<file path="src/rtl/mem_port_responder.sv">
// Memory-side responder: DEPTH x 16-bit array behind a valid/ready request/response port.
// Optional `define MEM_ERR_EN flags out-of-range addresses instead of wrapping them.
module mem_port_responder #(
   parameter int ADDR_W      = 8,
   parameter int DEPTH       = 256,
   parameter int WAIT_CYCLES = 2
) (
   input  logic              clk,
   input  logic              reset,
   input  logic              req_valid,
   output logic              req_ready,
   input  logic              req_write,
   input  logic [ADDR_W-1:0] req_addr,
   input  logic [15:0]       req_wdata,
   output logic              resp_valid,
   input  logic              resp_ready,
   output logic [15:0]       resp_rdata,
   output logic              resp_err
);

   localparam int IDX_W = (DEPTH > 1) ? $clog2(DEPTH) : 1;

   typedef enum logic [1:0] {
      ST_IDLE = 2'd0,
      ST_WAIT = 2'd1,
      ST_EXEC = 2'd2,
      ST_RESP = 2'd3
   } state_t;

   state_t              state_r;
   logic [3:0]          wait_cnt_r;
   logic                write_r;
   logic [ADDR_W-1:0]   addr_r;
   logic [15:0]         wdata_r;
   logic                req_ready_r;
   logic                resp_valid_r;
   logic [15:0]         resp_rdata_r;
   logic                resp_err_r;
   logic [15:0]         mem_r [DEPTH];

   logic [ADDR_W:0]     addr_ext_s;
   logic [IDX_W-1:0]    idx_s;
   logic                addr_oor_s;
   logic                mem_we_s;

   // Address decode of the latched request: modulo index and range flag
   always_comb begin
      addr_ext_s = {1'b0, addr_r};
      idx_s      = IDX_W'(addr_ext_s % (ADDR_W+1)'(DEPTH));
`ifdef MEM_ERR_EN
      addr_oor_s = (addr_ext_s >= (ADDR_W+1)'(DEPTH));
`else
      addr_oor_s = 1'b0;
`endif
      // A reset landing on the EXEC edge also cancels the store
      if (reset && (state_r == ST_EXEC) && write_r && !addr_oor_s) begin
         mem_we_s = 1'b1;
      end else begin
         mem_we_s = 1'b0;
      end
   end

   // Request/response sequencing with registered handshake outputs
   always_ff @(posedge clk) begin
      if (!reset) begin
         state_r      <= ST_IDLE;
         wait_cnt_r   <= 4'd0;
         write_r      <= 1'b0;
         addr_r       <= '0;
         wdata_r      <= 16'h0000;
         req_ready_r  <= 1'b1;
         resp_valid_r <= 1'b0;
         resp_rdata_r <= 16'h0000;
         resp_err_r   <= 1'b0;
      end else begin
         case (state_r)
            ST_IDLE: begin
               if (req_valid) begin
                  write_r     <= req_write;
                  addr_r      <= req_addr;
                  wdata_r     <= req_wdata;
                  wait_cnt_r  <= 4'(WAIT_CYCLES);
                  req_ready_r <= 1'b0;
                  resp_err_r  <= 1'b0;
                  if (WAIT_CYCLES == 0) begin
                     state_r <= ST_EXEC;
                  end else begin
                     state_r <= ST_WAIT;
                  end
               end
            end
            ST_WAIT: begin
               wait_cnt_r <= wait_cnt_r - 4'd1;
               if (wait_cnt_r <= 4'd1) begin
                  state_r <= ST_EXEC;
               end
            end
            ST_EXEC: begin
               resp_valid_r <= 1'b1;
               state_r      <= ST_RESP;
               if (addr_oor_s) begin
                  resp_rdata_r <= 16'h0000;
                  resp_err_r   <= 1'b1;
               end else if (write_r) begin
                  resp_rdata_r <= wdata_r;
               end else begin
                  resp_rdata_r <= mem_r[idx_s];
               end
            end
            ST_RESP: begin
               if (resp_ready) begin
                  resp_valid_r <= 1'b0;
                  req_ready_r  <= 1'b1;
                  state_r      <= ST_IDLE;
               end
            end
            default: begin
               state_r      <= ST_IDLE;
               req_ready_r  <= 1'b1;
               resp_valid_r <= 1'b0;
            end
         endcase
      end
   end

   // Data array has no reset so its contents survive a reset pulse
   always_ff @(posedge clk) begin
      if (mem_we_s) begin
         mem_r[idx_s] <= wdata_r;
      end
   end

   assign req_ready  = req_ready_r;
   assign resp_valid = resp_valid_r;
   assign resp_rdata = resp_rdata_r;
   assign resp_err   = resp_err_r;

endmodule
</file>
<file path="config.mk">
export PLATFORM = sky130hd
export DESIGN_NAME = mem_port_responder
export DESIGN_NICKNAME = d
export VERILOG_FILES = /design/src/rtl/mem_port_responder.sv
export SDC_FILE = /design/constraint.sdc
export NUM_CORES = 2
export LEC_CHECK = 0
export BUFFER_PORTS_ARGS = -buffer_cell sky130_fd_sc_hd__buf_2
export CAP_MARGIN = 20
export CORE_UTILIZATION = 40
export CTS_CLUSTER_DIAMETER = 100
export DETAILED_ROUTE_END_ITERATION = 8
export GPL_TIMING_DRIVEN = 0
export PLACE_DENSITY = 0.53
export SLEW_MARGIN = 20
export SYNTH_ARGS = -nofsm -noshare
export SYNTH_HDL_FRONTEND = slang
export SYNTH_SLANG_ARGS = --single-unit
export TNS_END_PERCENT = 30
</file>
<file path="constraint.sdc">
create_clock -name clk -period 5.5 [get_ports clk]
set_input_delay 0.275 -clock clk [delete_from_list [all_inputs] [get_ports clk]]
set_output_delay 0.275 -clock clk [all_outputs]
set_load 0.05 [all_outputs]
</file>
==> metrics.md <==
| Metric | Value |
|---|---|
| Final setup vio count | `559` |
| Async set-reset flop share out of synthesis | `0%` |
| Outcome | `finished with violations` |
| Top-Level Pins | `48` |
| Max FO, Critical Path | `10` |
| Total CTS buffers | `436` |
| Count of cell types in the netlist | `51` |
| Crit path kind | `reg2reg` |
| Clock sinks | `4145` |
| Hold_sp | `req_wdata[12]` |
| Biggest area consumer among synthesized cells | `edfxtp_1` |
| Failing checks | `negative setup slack` |
| Clock latency on the worst-skew pair | `1020 ps` |
| DRC Markers | `0` |
| Grt total ovfl | `0` |
| Crit share post-route | `108%` |
| Top post-synthesis cells by area | `edfxtp_1, mux4_2, mux2i_1` |
| Via Count | `86157` |
| Worst slew pin tran | `1350 ps` |
| Die Height | `633 um` |
| Final Critical Period | `5920 ps` |
| Normalized max-slew margin | `9.55%` |
| CP Capture Type | `flip-flop` |
| #FFs+latches synth | `4145` |
| First-pass GRT wire length | `791 mm` |
| Final WS setup | `-420 ps` |
| Leak Pwr | `0.0584 uW` |
| Std-Cell Core Area | `0.396 mm2` |
| Number of global-route vias before repair | `82346` |
| Crit-path cells | `buf_2, buf_4, inv_1, buf_2, nand2_1, clkbuf_1, o22ai_1, a211oi_1, nand3_1, a41oi_1, nor3_1, a311oi_1` |
| Antenna-violating nets left | `0` |
| Worst Skew | `62.5 ps` |
| Largest net degree at the start of global routing | `89` |
| I/O Buffers | `46` |
| Die area | `0.400 mm2` |
| DRT Wirelength | `608 mm` |
| CP startpoint kind | `flip-flop` |
| WP data arrival | `6830 ps` |
| Reg2reg end | `resp_rdata[15]$_SDFFE_PN0P_` |
| Final RePlAce weighted congestion | `1.02` |
| Worst vdd ir | `310 uV` |
| PnR Total Power | `79600 uW` |
| Syn_nets | `7271` |
| Reg2reg path depth | `12` |
| Die Width | `633 um` |
| Setup TNS | `-42870 ps` |
| R2r setup slk | `-420 ps` |
| Iter 0 DRT Violations | `14715` |
| Worst hold slack | `55.9 ps` |
| Most frequent CP cell | `buf_2` |
| Synth Instances | `7236` |
| CTS tree | `done` |
| Final hold vios | `0` |
| Nets | `8094` |
| Final Max Slew Viols | `0` |
| Placed Area | `0.174 mm2` |
| First drt pass iteration count | `8` |
| HP Class | `in2reg` |
| Max-Cap Viols | `0` |
| Maximum clock path buffer count | `4` |
| Cell Rows | `231` |
| Top_reg_cell synth | `edfxtp_1` |
| CP Buf/Inv Count | `5` |
| Layout cells sized above 1 | `31.4%` |
| Area growth syn-to-layout | `19.0%` |
| Max Freq | `0.169 GHz` |
| Hold path depth | `4` |
| Dpl ws | `-1150 ps` |
| Fillers | `32276` |
| PD cells | `420 mW/mm2` |
| Clk root buf | `clkbuf_16` |
| Largest stage delay, worst path | `1000 ps` |
| Post-synth top area share | `77.3%` |
| Synth Cell Area | `0.159 mm2` |
| Routed WL per cell | `44.4 um` |
| Hold Crit Endpoint | `wdata_r[12]$_SDFFE_PN0P_` |
| CP top delay family | `compound AO/OA/AOI/OAI gates` |
| Initial antenna violation count | `63` |
| Dpl hpwl | `425 mm` |
| Post-synthesis sequential area ratio | `77.9%` |
| Worst EP required | `6410 ps` |
| Initial core utilization | `40.2%` |
| EDFF count, synth | `4096` |
| Yosys warns | `0` |
| # H-tree levels | `5` |
| Worst R2R Start | `addr_r[0]$_SDFFE_PN0P_` |
| Mean Syn Cell Area | `22.0 um2` |
| Post-route cell area | `0.189 mm2` |
| Total track usage | `30.2%` |
| RSZ-0062 raised after global routing | `true` |
| Worst path slowest cell | `a41oi_1` |
| Worst-path clk slew | `60 ps` |
| Vias/cell | `6.29` |
area by class of cell:
class / instances / area (um2) / area share [%]
clock inverters: 279 / 2900 / 1.53
clock buffers: 524 / 11400 / 6.01
flip-flops and latches: 4145 / 124000 / 65.5
plain buffers: 424 / 2440 / 1.29
well taps: 5242 / 6560 / 3.46
multi-input cells: 2655 / 34900 / 18.4
diodes: 21 / 52.6 / 0.0278
repair buffers: 386 / 6990 / 3.69
inverters: 11 / 41.3 / 0.0218
where the power goes:
group | switching (uW) | internal, uW | leakage [uW] | total (uW)
Sequential | 330 | 35900 | 0.0381 | 36200
Combinational | 9560 | 3920 | 0.0134 | 13500
Clock | 12700 | 17100 | 0.00692 | 29800
Total | 22600 | 56900 | 0.0584 | 79600
state kept, by name, indices dropped and copies added (netlist names):
name,count
wait_cnt_r,4
wdata_r,16
addr_r,8
resp_valid,1
mem_r,4096
resp_rdata,16
write_r,1
req_ready,1
state_r,2
cell families after synthesis:
| family | after synthesis | synth area share [%] |
|---|---|---|
| buffers and inverters | 436 | 1.48 |
| adder cells (fa/ha/maj) | 6 | 0.0472 |
| flip-flops | 4145 | 77.9 |
| AND/OR/NAND/NOR | 915 | 2.46 |
| AO/OA/AOI/OAI | 436 | 1.87 |
| other | 1 | 0.00236 |
| multiplexers | 1297 | 16.2 |
how the worst max path moves through the flow:
stage	startpoint	endpoint	cells past startpoint
4_1_cts	state_r[0]$_SDFFE_PN0P_	mem_r[210][13]$_DFFE_PP_	9
3_3_place_gp	wdata_r[4]$_SDFFE_PN0P_	mem_r[193][4]$_DFFE_PP_	0
6_report	addr_r[0]$_SDFFE_PN0P_	resp_rdata[15]$_SDFFE_PN0P_	12
3_5_place_dp	addr_r[0]$_SDFFE_PN0P_	mem_r[179][4]$_DFFE_PP_	10
5_1_grt	state_r[0]$_SDFFE_PN0P_	mem_r[210][13]$_DFFE_PP_	9
2_1_floorplan	wdata_r[0]$_SDFFE_PN0P_	mem_r[0][0]$_DFFE_PP_	0
stage by stage:
stage / instances / utilization [%]
3_5_place_dp: 12787 / 43.9
2_1_floorplan: 7236 / -
3_3_place_gp: 12524 / 41.9
5_1_grt: 13670 / 47.8
4_1_cts: 13663 / 47.8
6_report: 13687 / 47.8
repair_timing:
item	in CTS	in global routing
endpoints found under the hold margin	35	0
buffers inserted	31	2
pin swaps	22	2
hold buffers	42	0
resized for setup	23	1
setup endpoints to repair	1242	49
worst reg2reg max path: cells and delay by family (launching register included):
| family | cells | cell delay (ps) |
|---|---|---|
| flops | 1 | 310 |
| compound gates | 4 | 2370 |
| simple gates | 3 | 930 |
| buf+inv | 5 | 2230 |
synthesized netlist by cell type (8+ instances only):
cell type,count
o21ai_0,24
nand2b_1,14
buf_2,145
a22o_1,21
inv_1,10
a22oi_1,57
nand3_1,133
nand4_1,37
nor2b_1,20
clkbuf_1,143
a32oi_1,13
mux4_2,1027
buf_4,103
a211oi_1,46
dfxtp_1,49
nor3_1,52
nand2_1,317
a41oi_1,11
buf_1,15
mux2i_1,264
or3_1,9
a31oi_1,8
o22ai_1,156
buf_6,19
edfxtp_1,4096
a21oi_1,58
nor2_1,314
routing by layer:
layer	up-vias	track usage [%]	wire [um]
met5	-	0.338	496
met4	16	14.8	36900
met2	5788	45.0	269000
met3	1266	9.63	72200
met1	46836	40.1	230000
li1	32251	-	-
placed cells by master, fill, tap and decap left out, drive strengths merged, types with 7 or more instances in the layout:
| cell type | n |
|---|---|
| edfxtp | 4096 |
| mux4 | 1027 |
| clkbuf | 668 |
| buf | 623 |
| nand2 | 318 |
| nor2 | 314 |
| mux2i | 264 |
| clkinv | 194 |
| o22ai | 156 |
| nand3 | 133 |
| a21oi | 58 |
| a22oi | 57 |
| nor3 | 52 |
| bufinv | 50 |
| dfxtp | 49 |
| a211oi | 46 |
| dlygate4sd3 | 42 |
| nand4 | 37 |
| inv | 26 |
| o21ai | 24 |
| diode | 21 |
| a22o | 21 |
| nor2b | 20 |
| clkinvlp | 20 |
| nand2b | 14 |
| a32oi | 13 |
| a41oi | 11 |
| or3 | 9 |
| a31oi | 8 |
| and2 | 7 |
| o22a | 7 |
Note: power is estimated with default switching activity, not from simulation.
